[src/rtl/a5_frame_sequencer.sv]
`default_nettype none
// -----------------------------------------------------------------------------
// a5_frame_sequencer : loads key/frame into the A5 keystream buffer, pulls a
// fixed number of words per frame and streams them over valid/ready.
// Revision 1.0
// -----------------------------------------------------------------------------
module a5_frame_sequencer #(
  parameter int WORDS_PER_FRAME = 8
) (
  input  logic        clk,
  input  logic        reset,
  input  logic [63:0] cfg_key,
  input  logic [21:0] cfg_frame,
  input  logic        start,
  input  logic        stop,
  output logic        busy,
  output logic [21:0] frame_num,
  output logic        buf_load,
  output logic [63:0] buf_key,
  output logic [21:0] buf_frame,
  output logic        buf_rd_en,
  input  logic [31:0] buf_data,
  input  logic        buf_empty,
  output logic [31:0] ks_data,
  output logic        ks_valid,
  input  logic        ks_ready,
  output logic        ks_last,
  output logic [21:0] ks_frame
);

  localparam logic [7:0] C_WPF  = 8'(WORDS_PER_FRAME);
  localparam logic [7:0] C_LAST = 8'(WORDS_PER_FRAME - 1);

  typedef enum logic [1:0] {
    S_IDLE  = 2'd0,
    S_LOAD  = 2'd1,
    S_RUN   = 2'd2,
    S_DRAIN = 2'd3
  } state_t;

  state_t      state_q, state_d;
  logic [63:0] key_q, key_d;
  logic [21:0] frame_q, frame_d;
  logic [7:0]  count_q, count_d;
  logic        stop_req_q, stop_req_d;
  logic [31:0] ks_data_q, ks_data_d;
  logic        ks_valid_q, ks_valid_d;
  logic        ks_last_q, ks_last_d;
  logic [21:0] ks_frame_q, ks_frame_d;

  logic        pop;
  logic        out_free;

  // The output slot is free when empty or being accepted this cycle.
  assign out_free = !ks_valid_q || ks_ready;
  assign pop      = (state_q == S_RUN) && !buf_empty && out_free && (count_q < C_WPF);

  always_comb begin
    state_d    = state_q;
    key_d      = key_q;
    frame_d    = frame_q;
    count_d    = count_q;
    stop_req_d = stop_req_q;
    ks_data_d  = ks_data_q;
    ks_valid_d = ks_valid_q;
    ks_last_d  = ks_last_q;
    ks_frame_d = ks_frame_q;

    if (stop && (state_q != S_IDLE)) begin
      stop_req_d = 1'b1;
    end

    case (state_q)
      S_IDLE: begin
        if (start) begin
          key_d   = cfg_key;
          frame_d = cfg_frame;
          state_d = S_LOAD;
          if (stop) begin
            stop_req_d = 1'b1;
          end
        end
      end
      S_LOAD: begin
        count_d = 8'd0;
        state_d = S_RUN;
      end
      S_RUN: begin
        if (pop) begin
          count_d = count_q + 8'd1;
          if (count_q == C_LAST) begin
            state_d = S_DRAIN;
          end
        end
      end
      S_DRAIN: begin
        if (out_free) begin
          if (stop_req_q) begin
            stop_req_d = 1'b0;
            state_d    = S_IDLE;
          end else begin
            frame_d = frame_q + 22'd1;
            state_d = S_LOAD;
          end
        end
      end
      default: state_d = S_IDLE;
    endcase

    if (pop) begin
      ks_data_d  = buf_data;
      ks_frame_d = frame_q;
      ks_last_d  = (count_q == C_LAST);
      ks_valid_d = 1'b1;
    end else if (ks_valid_q && ks_ready) begin
      ks_valid_d = 1'b0;
    end
  end

  always_ff @(posedge clk) begin
    if (reset) begin
      state_q    <= S_IDLE;
      key_q      <= 64'd0;
      frame_q    <= 22'd0;
      count_q    <= 8'd0;
      stop_req_q <= 1'b0;
      ks_data_q  <= 32'd0;
      ks_valid_q <= 1'b0;
      ks_last_q  <= 1'b0;
      ks_frame_q <= 22'd0;
    end else begin
      state_q    <= state_d;
      key_q      <= key_d;
      frame_q    <= frame_d;
      count_q    <= count_d;
      stop_req_q <= stop_req_d;
      ks_data_q  <= ks_data_d;
      ks_valid_q <= ks_valid_d;
      ks_last_q  <= ks_last_d;
      ks_frame_q <= ks_frame_d;
    end
  end

  assign busy      = (state_q != S_IDLE) || ks_valid_q;
  assign frame_num = frame_q;
  assign buf_load  = (state_q == S_LOAD);
  assign buf_key   = key_q;
  assign buf_frame = frame_q;
  assign buf_rd_en = pop;
  assign ks_data   = ks_data_q;
  assign ks_valid  = ks_valid_q;
  assign ks_last   = ks_last_q;
  assign ks_frame  = ks_frame_q;

endmodule
`default_nettype wire

[config.mk]
export PLATFORM = sky130hd
export DESIGN_NAME = a5_frame_sequencer
export DESIGN_NICKNAME = d
export VERILOG_FILES = /design/src/rtl/a5_frame_sequencer.sv
export SDC_FILE = /design/constraint.sdc
export NUM_CORES = 1
export LEC_CHECK = 0
export CAP_MARGIN = 20
export CELL_PAD_IN_SITES_DETAIL_PLACEMENT = 2
export CELL_PAD_IN_SITES_GLOBAL_PLACEMENT = 2
export CORE_MARGIN = 3
export CORE_UTILIZATION = 20
export CTS_BUF_LIST = sky130_fd_sc_hd__clkbuf_8
export DETAILED_ROUTE_END_ITERATION = 10
export PLACE_DENSITY_LB_ADDON = 0.1
export SYNTH_ARGS = -nofsm -noshare
export SYNTH_HDL_FRONTEND = slang
export SYNTH_SLANG_ARGS = --single-unit
[constraint.sdc]
create_clock -name clk -period 1.7 [get_ports clk]
set_input_delay 0.255 -clock clk [delete_from_list [all_inputs] [get_ports clk]]
set_output_delay 0.255 -clock clk [all_outputs]
set_load 0.01 [all_outputs]
# Yosys cells after proc, flatten, opt, wreduce, memory -nomap -nowiden
# Index checks and enable logic that the tools add are counted.
dict set report word_totals {
  output_inout_bits 167
  in_bits 124
  word_cells 59
  register_bits 153
}
dict set report op_classes {
  eq_ne 9
  n_lt_le_gt_ge 1
  muxes 20
  addsub 2
  reduce_logical 18
}
# cell n
set op_table {}
lappend op_table {{$mux 22} 3}
lappend op_table {{$pmux 22 s2} 1}
lappend op_table {{$add 22x1->22 const B} 1}
lappend op_table {{$pmux 8 s2} 1}
lappend op_table {{$add 8x1->8 const B} 1}
lappend op_table {{$eq 8x3->1 const B} 1}
lappend op_table {{$lt 8x4->1 const B} 1}
lappend op_table {{$mux 1} 8}
lappend op_table {{$mux 2} 4}
lappend op_table {{$mux 8} 1}
lappend op_table {{$ne 2x2->1 const B} 4}
lappend op_table {{$pmux 2 s4} 1}
lappend op_table {{$reduce_and 4->1} 2}
lappend op_table {{$reduce_bool 2->1} 4}
lappend op_table {{$logic_and 1x1->1} 5}
lappend op_table {{$eq 2x2->1 const B} 2}
lappend op_table {{$reduce_and 2->1} 2}
lappend op_table {{$eq 2x1->1 const B} 1}
lappend op_table {{$logic_not 1->1} 2}
lappend op_table {{$logic_not 2->1} 1}
lappend op_table {{$logic_or 1x1->1} 2}
lappend op_table {{$ne 2x1->1 const B} 1}
lappend op_table {{$pmux 1 s2} 1}

# Logic depth before layout (Yosys ltp)
dict set report logic_depth {
  ltp_word 6
  mapped_depth 10
}

# Worst setup path before layout
# OpenSTA, ideal clock, no wires.
dict set report synth_path {
  path_kind {flip-flop to flip-flop}
  from {register frame_q[1], in the netlist buf_frame[1]}
  to {register frame_q[20], in the netlist buf_frame[20]}
  stages_incl_launch_ff 8
  setup_ns 0.132
  t_arrival_ns 1.615
  path_slack_ns -0.047
  synth_period_minus_slack_ns 1.747
  path_cell_list {dfxtp_1 > ha_1 > nand3_1 > or2_1 > buf_2 > o31a_1 > o21ai_1 > a21oi_1}
}
dict set report synth_via {
  elab_chain_len 4
}
# element line
set synth_lines {}
lappend synth_lines {{start, declared} 43} ;# logic [21:0] frame_q, frame_d;
lappend synth_lines {{start signal, assigned} 134} ;# frame_q <= frame_d;
lappend synth_lines {{$add 22x1->22} 102} ;# frame_d = frame_q + 22'd1;
lappend synth_lines {{$mux 22} 98} ;# if (stop_req_q) begin
lappend synth_lines {{$mux 22} 97} ;# if (out_free) begin
lappend synth_lines {{$pmux 22 s2} 73} ;# case (state_q)
# No other way between the ends. The select of a mux whose other input is x is not followed.
# A chain may end at the register's enable or synchronous reset.

# Worst setup path in the final report
dict set report layout_path {
  from {register state_q[0]}
  to {output buf_rd_en}
}
dict set report layout_via {
  elab_chain_len 4
}
# element line
set layout_lines {}
lappend layout_lines {{start, declared} 41} ;# state_t state_q, state_d;
lappend layout_lines {{start signal, assigned} 132} ;# state_q <= state_d;
lappend layout_lines {{$eq 2x2->1} 56} ;# assign pop = (state_q == S_RUN) && !buf_empty && out_free && (count_q < C_WPF);
lappend layout_lines {{$logic_and 1x1->1 (3 in a row)} 56}
lappend layout_lines {{end, declared} 21} ;# output logic buf_rd_en,
# No other way between the ends.

==> metrics.md <==
| Metric | Value |
|---|---|
| Num CTS Buffers | 17 |
| CTS clk-pin slew, worst paths | 0.08 ns |
| FP Rows | 64 |
| Average cell area after synthesis | 7.80 um2 |
| Die Span Y | 183 um |
| CTS tree | yes |
| Clock root buffer master | clkbuf_8 |
| Drt wl/cell | between 15 and 20 um |
| Req. time, crit path | 1.44 ns |
| Final hold slack | 0.263 ns |
| Pwr Density | ~1400 mW/mm2 |
| Area of the multi-input gates | approximately 0.0030 mm2 |
| Clock tree sinks | 153 |
| Crit start category | flop |
| Failing checks | negative setup slack |
| Top Ports | 291 |
| Synthesized area | 0.00626 mm2 |
| # setup viols final | 5 |
| Vias in the first global route | 7228 |
| Area grow syn2layout | 75.4% |
| Status | finished, violations left |
| H-tree levels | 4 |
| Final hold vios | 0 |
| Placer congestion estimate | 0.727 |
| Worst-skew pair later-pin latency | 0.46 ns |
| Switching Share | 38.6% |
| Die area | 0.0335 mm2 |
| Seq pwr share | between 30% and 40% |
| Worst-case reg-to-reg path depth | 9 |
| Final net count | 1265 |
| Core area | 0.0307 mm2 |
| # DRC | 0 |
| Gate power share | 48.9% |
| Yosys cell types | 52 |
| Initial core utilization | 20.4% |
| Fill count | 3498 |
| Flops & latches, synth | between 150 and 200 |
| Clock share of power | 19.0% |
| CP arrival | 1.54 ns |
| Buffers on Ports | 290 |
| Most frequent cells in the layout | nand2_1, clkdlybuf4s50_1, a21oi_1, dfxtp_1, buf_4 |
| Mapped Cells | about 800 |
| Maximum clock frequency | 0.556 GHz |
| Worst Skew | 0.0232 ns |
| P_int | 0.00915 W |
| Pin count of the biggest net entering global routing | 47 |
| Die X | between 150 and 200 um |
| Total GRT Usage | between 10% and 20% |
| Slew headroom | 67.6% |
| DR pass1 iterations | 7 |
| Setup WS pre-CTS | -0.328 ns |
| Leading cell type in the layout, fill and taps excluded | nand2_1 |
| Net Sw Power | 0.00574 W |
| Slew @ Worst Pin | 0.487 ns |
| YS warnings | 0 |
| Clock tree buffer depth | 2 |
| N_diodes | 0 |
| Critical path capture point type | output pin |
| Flop-to-flop setup slack | -0.03 ns |
| Critical path class | reg -> out |
| Register area | 0.00310 mm2 |
| HP Class | in -> reg |
| Peak VDD IR | 565 uV |
| Worst hold stages | 2 |
| Hpwl dp | 20100 um |
| Antenna violations before repair | 1 |
| Tcrit/Tclk final | 106% |
| Crit path time final | 1.80 ns |
| Share of cells above drive strength 1 | between 15 and 20% |
| Crit Path Max Fanout | 2 |
| Remaining antenna violation count | 0 |
| Drt via density | 4.44 |
| Number of max-cap violations | 0 |
| Synthesized net count | between 900 and 1000 |
| Final worst slack | -0.0980 ns |
| Detailed-route wire length | 28500 um |
| Grt total ovfl | 0 |
| Vias | slightly below 7000 |
| RSZ-0062 raised after global routing | yes |
| Sequential area share after synthesis | 48.9% |
| Slew Viols, Final | 0 |
| DRT iter0 DRCs | 174 |
| Leak | 4.68 nW |
| First-pass GRT wire length | 42300 um |
-- worst paths after layout --
path / from / endpoint
hold / removal: reset / state_q[1]$_SDFFE_PP0P_
setup reg to reg: state_q[0]$_SDFFE_PP0P_ / buf_frame[0]$_SDFFE_PP0P_
hold reg to reg: buf_key[51]$_SDFFE_PP0P_ / buf_key[51]$_SDFFE_PP0P_
setup / recovery: state_q[0]$_SDFFE_PP0P_ / buf_rd_en
-- stage by stage --
step	power [W]	std cells	cell area [um2]	util (%)	TNS [ns]
after floorplan	0.00763	803	6270	-	0
after global placement	0.0112	1492	9990	32.5	-17.64
after detailed placement	0.0113	1492	9990	32.5	-20.65
after CTS	0.0144	1527	10500	34.2	-0.219
after global routing	0.0160	1543	11000	35.7	-3.61
final	0.0149	1543	11000	35.7	-0.162
-- synthesized netlist by cell type (all sizes together) --
library cell | instances | area share [%]
a221oi | 1 | 0.14
nand2 | 252 | 15
nand2b | 8 | 0.80
o21ai | 30 | 2.4
o31a | 3 | 0.42
ha | 6 | 1.2
and4 | 1 | 0.14
a2bb2oi | 1 | 0.14
o2bb2ai | 2 | 0.28
o32ai | 3 | 0.42
or4 | 1 | 0.12
dfxtp | 153 | 49
a32oi | 1 | 0.14
and4b | 1 | 0.16
nor3 | 8 | 0.72
nor4 | 8 | 0.80
nor4b | 1 | 0.24
o22ai | 3 | 0.30
o41ai | 1 | 0.14
nand3 | 13 | 1.1
nor2 | 12 | 0.72
o311ai | 1 | 0.14
mux2i | 2 | 0.32
nor2b | 10 | 1.0
a41o | 1 | 0.16
or2 | 3 | 0.30
inv | 10 | 0.60
a311oi | 1 | 0.14
a21oi | 151 | 12
clkbuf | 43 | 2.6
nand4 | 8 | 1.1
buf | 36 | 3.9
and2 | 8 | 0.80
and3 | 2 | 0.20
or3 | 3 | 0.38
o21a | 6 | 0.72
a31oi | 3 | 0.30
xnor2 | 1 | 0.14
a211oi | 4 | 0.48
a22o | 1 | 0.14
-- cells by family (layout without fill, tap and decap cells) --
kind of cell,count (synthesis),count (layout),share of synthesized area (%)
AND/OR/NAND/NOR,339,339,23.7
AO/OA/AOI/OAI,213,213,18.5
flip-flops,153,153,48.9
buffers and inverters,89,433,7.17
adder cells (fa/ha/maj),6,6,1.20
multiplexers,2,2,0.320
XOR/XNOR,1,1,0.140
-- worst max-delay path, cell delays in order (launching register included) --
cell	delay (ns)
dfxtp_2	0.34
inv_2	0.07
ha_4	0.13
nor4b_4	0.24
nand3_2	0.12
inv_2	0.10
buf_6	0.11
-- timing repair --
action | in CTS | in global routing
pin swaps | 7 | 19
endpoints found under the setup margin | 123 | 152
hold buffers | 0 | 0
gates cloned | 1 | 5
resized for setup | 114 | 91
endpoints found under the hold margin | 0 | 0
setup buffers | 4 | 11
-- power by group through the flow --
stage	registers, W	clock network (W)	logic (W)
floorplan	0.00508	0	0.00255
global placement	0.00476	0	0.00649
detailed placement	0.00479	0	0.00655
CTS	0.00478	0.00299	0.00666
global route	0.00489	0.00314	0.00798
finish	0.00479	0.00282	0.00728
-- layout make-up --
| class | count | area share, % |
|---|---|---|
| clock buffers | 18 | 2.26 |
| clock inverters | 13 | 1.20 |
| inverters | 10 | 0.387 |
| multi-input cells | 561 | 27.3 |
| flip-flops and latches | 153 | 28.2 |
| well taps | 396 | 4.51 |
| repair buffers | 392 | 36.1 |
-- registers in the layout, summed over array words and instances, names as in the netlist --
signal and flops:
count_q 8, stop_req_q 1, state_q 2, ks_valid 1
ks_frame 22, buf_key 64, ks_data 32, buf_frame 22
ks_last 1
-- per-layer routing --
layer	track usage, %	share of wire (%)
met5	0	0.046
met4	2.47	0.58
met3	5.57	6.7
met2	26.6	47
met1	20.6	46
Note: power is estimated with default switching activity, not from simulation.
